==> src/rtl/seg7_pkg.sv <==
// Shared types and glyph table for the 8-digit 7-segment scanner.
package seg7_pkg;

  localparam int SEG7_DIGITS = 8;

  typedef logic [6:0] seg7_t;

  localparam seg7_t SEG7_OFF = 7'h7F;

  // Active-low glyphs, bit 0 = a ... bit 6 = g
  localparam seg7_t SEG7_GLYPH [16] = '{
    7'b1000000, 7'b1111001, 7'b0100100, 7'b0110000,
    7'b0011001, 7'b0010010, 7'b0000010, 7'b1111000,
    7'b0000000, 7'b0010000, 7'b0001000, 7'b0000011,
    7'b1000110, 7'b0100001, 7'b0000110, 7'b0001110
  };

endpackage

==> src/rtl/seg7_hex_dec.sv <==
// Combinational nibble to active-low 7-segment glyph decoder.
import seg7_pkg::*;

module seg7_hex_dec (
  input  logic [3:0] nib,
  output seg7_t      seg
);

  assign seg = SEG7_GLYPH[nib];

endmodule

==> src/rtl/seg7_scan.sv <==
// Eight-digit multiplexed 7-segment driver with per-frame shadow load.
// Define SEG7_LZ_BLANK_EN to blank leading-zero digits.
import seg7_pkg::*;

module seg7_scan #(
  parameter int REFRESH_DIV = 100000,
  parameter int BLANK_CYC   = 4
) (
  input  logic        clk,
  input  logic        rst,
  input  logic [31:0] data_in,
  output logic [7:0]  an,
  output logic [6:0]  seg,
  output logic        frame_done
);

  localparam int CW = (REFRESH_DIV > 2) ? $clog2(REFRESH_DIV) : 1;

  logic [CW-1:0] cnt;
  logic [2:0]    idx;
  logic [31:0]   shadow;
  logic          slot_end;
  logic          frame_end;
  logic [31:0]   upper;
  logic          lz;
  logic          dark;
  seg7_t         glyph;

  assign slot_end  = cnt == CW'(REFRESH_DIV - 1);
  assign frame_end = slot_end && (idx == 3'd7);
  assign upper     = shadow >> {idx, 2'b00};

`ifdef SEG7_LZ_BLANK_EN
  assign lz = (idx != 3'd0) && (upper == 32'd0);
`else
  assign lz = 1'b0;
`endif

  assign dark = (cnt < CW'(BLANK_CYC)) || lz;

  seg7_hex_dec u_dec (
    .nib (upper[3:0]),
    .seg (glyph)
  );

  always_ff @(posedge clk or posedge rst) begin
    if (rst) begin
      cnt        <= '0;
      idx        <= '0;
      shadow     <= '0;
      frame_done <= 1'b0;
    end else begin
      cnt        <= slot_end ? '0 : cnt + 1'b1;
      frame_done <= frame_end;
      // idx wraps 7 -> 0 exactly when the shadow reloads
      if (slot_end)
        idx <= idx + 3'd1;
      if (frame_end)
        shadow <= data_in;
    end
  end

  always_ff @(posedge clk or posedge rst) begin
    if (rst) begin
      an  <= 8'hFF;
      seg <= SEG7_OFF;
    end else if (dark) begin
      an  <= 8'hFF;
      seg <= SEG7_OFF;
    end else begin
      an  <= ~(8'd1 << idx);
      seg <= glyph;
    end
  end

endmodule

==> config.mk <==
export PLATFORM = sky130hd
export DESIGN_NAME = seg7_scan
export DESIGN_NICKNAME = d
export VERILOG_FILES = /design/src/rtl/seg7_pkg.sv /design/src/rtl/seg7_hex_dec.sv /design/src/rtl/seg7_scan.sv
export SDC_FILE = /design/constraint.sdc
export NUM_CORES = 1
export LEC_CHECK = 0
export CAP_MARGIN = 20
export CORE_UTILIZATION = 56
export CTS_BUF_LIST = sky130_fd_sc_hd__clkbuf_8
export DETAILED_ROUTE_END_ITERATION = 16
export GPL_ROUTABILITY_DRIVEN = 0
export GPL_TIMING_DRIVEN = 0
export PLACE_DENSITY_LB_ADDON = 0.25
export SETUP_SLACK_MARGIN = 0.4
export SYNTH_ARGS = -nofsm -noshare
export SYNTH_HDL_FRONTEND = slang
export SYNTH_HIERARCHICAL = 1
export SYNTH_SLANG_ARGS = --single-unit
==> constraint.sdc <==
create_clock -name clk -period 3 [get_ports clk]
set_input_delay 0.9 -clock clk [delete_from_list [all_inputs] [get_ports clk]]
set_output_delay 0.9 -clock clk [all_outputs]
set_load 0.02 [all_outputs]
==> flow_metrics.env <==
export IMPL_outcome="completed"
export IMPL_ioPinCount=50
export IMPL_placement_rows=27
export IMPL_globalRoute_busiestLayer="met2"
export IMPL_grt_overflow=0
export IMPL_route_final_wire_length_mm=6.00
export IMPL_seq_area_frac_synth=0.509
export IMPL_synth_edf_count=0
export IMPL_slew_violations=0
export IMPL_finalWorstSetupSlack_ns=0.617
export IMPL_timing_final_crit_share=0.794
export IMPL_routed_via_count=2152
export IMPL_total_cts_buffers=9
export IMPL_pre_cts_slack_ns=0.219
export IMPL_timing_critical_path_cells="clkbuf_4 -> mux4_2 -> nand2_1 -> nand2_1 -> ha_1 -> or2_2 -> a21oi_1 -> a31oi_1 -> nand2b_1"
export IMPL_p_total_uw=1830
export IMPL_synthFlopType="sky130_fd_sc_hd__dfrtp_1"
export IMPL_timing_critical_path_arrival_ns=2.63
export IMPL_cpLargestDelayFamily="simple AND/OR/NAND/NOR gates"
export IMPL_syn_num_nets=309
export IMPL_critical_path_slowest_cell="sky130_fd_sc_hd__mux4_2"
export IMPL_fin_nets=370
export IMPL_layout_core_utilization=0.733
export IMPL_core_sq_um=5680
export IMPL_cts_root_buf="sky130_fd_sc_hd__clkbuf_8"
export IMPL_slew_at_the_pin_with_the_worst_max_slew_slack_ns=0.579
export IMPL_tns_ns=0
export IMPL_vdd_drop_max_v=0.000498
export IMPL_initial_utilization=0.595
export IMPL_yosys_register_bits=68
export IMPL_max_clock_freq_ghz=0.420
export IMPL_grt_use_met1=0.285
export IMPL_grt_use_met3=0.0583
export IMPL_io_buffer_count=49
export IMPL_clock_skew_ns=0.0141
export IMPL_final_hold_vio_count=0
export IMPL_critical_path_max_stage_delay_ns=0.54
export IMPL_synth_area_per_cell_sq_um=12.9
export IMPL_cts_max_path_buffers=2
export IMPL_routed_via_density=5.39
export IMPL_dieWidth_um=79.7
export IMPL_synth_async_reset_ratio=1.00
export IMPL_grt_util_all_layers=0.221
export IMPL_drt_initial_drc_count=87
export IMPL_ctsHoldBuffers=0
export IMPL_ys_warns=6
export IMPL_area_delta_synth_final_pct=23.2
export IMPL_insertedDiodeCount=0
export IMPL_cts_reportedPaths_clkPinSlew_ns=0.07
export IMPL_drt_pre_antenna_iters=4
export IMPL_cp_buffers_inverters=1
export IMPL_data_required_time_at_the_worst_endpoint_ns=3.25
export IMPL_placed_cells_incl_taps=383
export IMPL_criticalPathCategory="reg2reg"
export IMPL_area_enclosed_by_the_die_boundary_sq_um=6350
export IMPL_drive_above_1_share=0.257
export IMPL_die_height_um=79.7
export IMPL_finalCriticalPeriod_ns=2.38
export IMPL_timing_critical_path_mode_cell="sky130_fd_sc_hd__nand2_1"
export IMPL_grt_setup_unrepaired="no"
export IMPL_grt_antenna_before_repair=0
export IMPL_clkLatencyLatePin_ns=0.34
export IMPL_postRouteAntennaNets=0
export IMPL_final_setup_viol_count=0
export IMPL_numClockSinks=68
export IMPL_leakagePower_uw=0.00194
export IMPL_power_per_cell_area_nw_per_um2=440
export IMPL_worst_setup_path_end_kind="flop"
export IMPL_largest_net_degree_at_the_start_of_global_routing=43
export IMPL_relSlewSlack=0.613
export IMPL_via_count_of_the_first_global_routing_pass=2165
export IMPL_synthDistinctLibCells=39
export IMPL_cts_tree="done"
export IMPL_netlist_area_sq_um=3380
export IMPL_globalRouteMet2Util=0.347
export IMPL_final_instance_count_excl_fill=399
export IMPL_start_kind="flop"
export IMPL_cts_htree_levels=3
export IMPL_number_of_remaining_drc_errors=0
export IMPL_hp_class="reg2reg"
export IMPL_grt_pass1_wl_mm=10.3
export IMPL_post_drt_wl_per_cell_um=15.0
export IMPL_synth_cells=261
export IMPL_drv_max_cap_violation_count=0
export IMPL_detailedPlacementHpwl_mm=4.43
export IMPL_critical_path_max_fanout=9
==> cell usage in the layout (no fill, tap or decap), types with 2 or more instances in the layout <==
master,netlist,layout
sky130_fd_sc_hd__buf_6,4,4
sky130_fd_sc_hd__o21ai_0,3,3
sky130_fd_sc_hd__nand3_1,11,11
sky130_fd_sc_hd__nand2_1,29,29
sky130_fd_sc_hd__buf_2,2,2
sky130_fd_sc_hd__a21oi_1,2,2
sky130_fd_sc_hd__xor2_1,4,4
sky130_fd_sc_hd__and4_1,4,4
sky130_fd_sc_hd__mux2i_1,2,2
sky130_fd_sc_hd__nor3_1,4,4
sky130_fd_sc_hd__o22ai_1,2,2
sky130_fd_sc_hd__inv_1,11,14
sky130_fd_sc_hd__mux2_4,30,30
sky130_fd_sc_hd__clkbuf_8,0,9
sky130_fd_sc_hd__clkdlybuf4s50_1,0,49
sky130_fd_sc_hd__dfrtp_1,53,53
sky130_fd_sc_hd__o21ai_1,2,2
sky130_fd_sc_hd__xnor2_1,11,11
sky130_fd_sc_hd__nor2_1,11,11
sky130_fd_sc_hd__nand4_1,4,4
sky130_fd_sc_hd__mux2_2,4,4
sky130_fd_sc_hd__clkbuf_1,5,3
sky130_fd_sc_hd__mux4_2,8,8
sky130_fd_sc_hd__nor4_1,4,4
sky130_fd_sc_hd__clkinv_2,0,2
sky130_fd_sc_hd__nand2b_1,8,8
sky130_fd_sc_hd__ha_1,14,14
sky130_fd_sc_hd__dfstp_2,15,15
==> sequential cells by signal (all words and copies together), names as in the netlist <==
register    cells
idx             3
an              8
shadow         32
seg             7
frame_done      1
cnt            17
==> worst paths after layout <==
path / cells after the start / slack [ns] / end / from
max: 9 / 0.62 / seg[3] / idx[0]
min: 1 / 0.49 / cnt[0] / cnt[0]
max reg2reg: 9 / 0.62 / seg[3] / idx[0]
min reg2reg: 1 / 0.49 / cnt[0] / cnt[0]
max in group asynchronous: 3 / 1.37 / seg[3] / rst
min in group asynchronous: 2 / 0.95 / shadow[7] / rst
==> cell families after synthesis <==
group | after synthesis | share of synthesized area
XOR/XNOR | 15 | 0.0389
AND/OR/NAND/NOR | 84 | 0.135
multiplexers | 44 | 0.206
flip-flops | 68 | 0.509
buffers and inverters | 22 | 0.0341
AO/OA/AOI/OAI | 14 | 0.0252
adder cells (fa/ha/maj) | 14 | 0.0519
==> synthesized netlist by cell type, drive strengths merged (2+ instances only) <==
| library cell | number | area [sq um] |
|---|---|---|
| dfrtp | 53 | 1330 |
| mux2 | 34 | 495 |
| nand2 | 29 | 109 |
| dfstp | 15 | 394 |
| ha | 14 | 175 |
| inv | 11 | 41.3 |
| nand3 | 11 | 55.1 |
| nor2 | 11 | 41.3 |
| xnor2 | 11 | 96.3 |
| mux4 | 8 | 180 |
| nand2b | 8 | 50.1 |
| buf | 6 | 55.1 |
| clkbuf | 5 | 18.8 |
| nand4 | 5 | 46.3 |
| nor4 | 5 | 46.3 |
| o21ai | 5 | 25.0 |
| and4 | 4 | 35.0 |
| nor3 | 4 | 20.0 |
| xor2 | 4 | 35.0 |
| a21oi | 2 | 10.0 |
| mux2i | 2 | 20.0 |
| o22ai | 2 | 12.5 |
==> timing repair <==
action	CTS	global route
setup buffers	0	0
gates resized for setup	1	4
pin swaps	0	0
setup endpoints to repair	5	2
==> metal layers <==
metal | up-vias | share of wire
li1 | 1031 | -
met2 | 66 | 0.47
met4 | 0 | 0.023
met1 | 1041 | 0.47
met5 | - | 0
met3 | 14 | 0.035
==> stage by stage <==
step           hold slack (ns)  area, sq um
4_1_cts                  0.495         4160
3_5_place_dp             0.486         3980
3_3_place_gp             0.468         3960
2_1_floorplan            0.455         3380
6_report                 0.493         4160
5_1_grt                  0.507         4160
==> cell type report <==
cell class | instances | area [sq um]
plain buffers | 11 | 78.8
clock buffers | 9 | 124
clock inverters | 7 | 55.1
fillers | 405 | 1510
inverters | 11 | 41.3
multi-input cells | 171 | 1540
flip-flops and latches | 68 | 1720
well taps | 72 | 90.1
repair buffers | 50 | 510
==> power by group <==
| part | switching (uW) | internal [uW] | total, uW |
|---|---|---|---|
| combinational | 66.1 | 105 | 171 |
| clock | 325 | 369 | 694 |
| sequential | 14.8 | 953 | 968 |
Note: power is estimated with default switching activity, not from simulation.
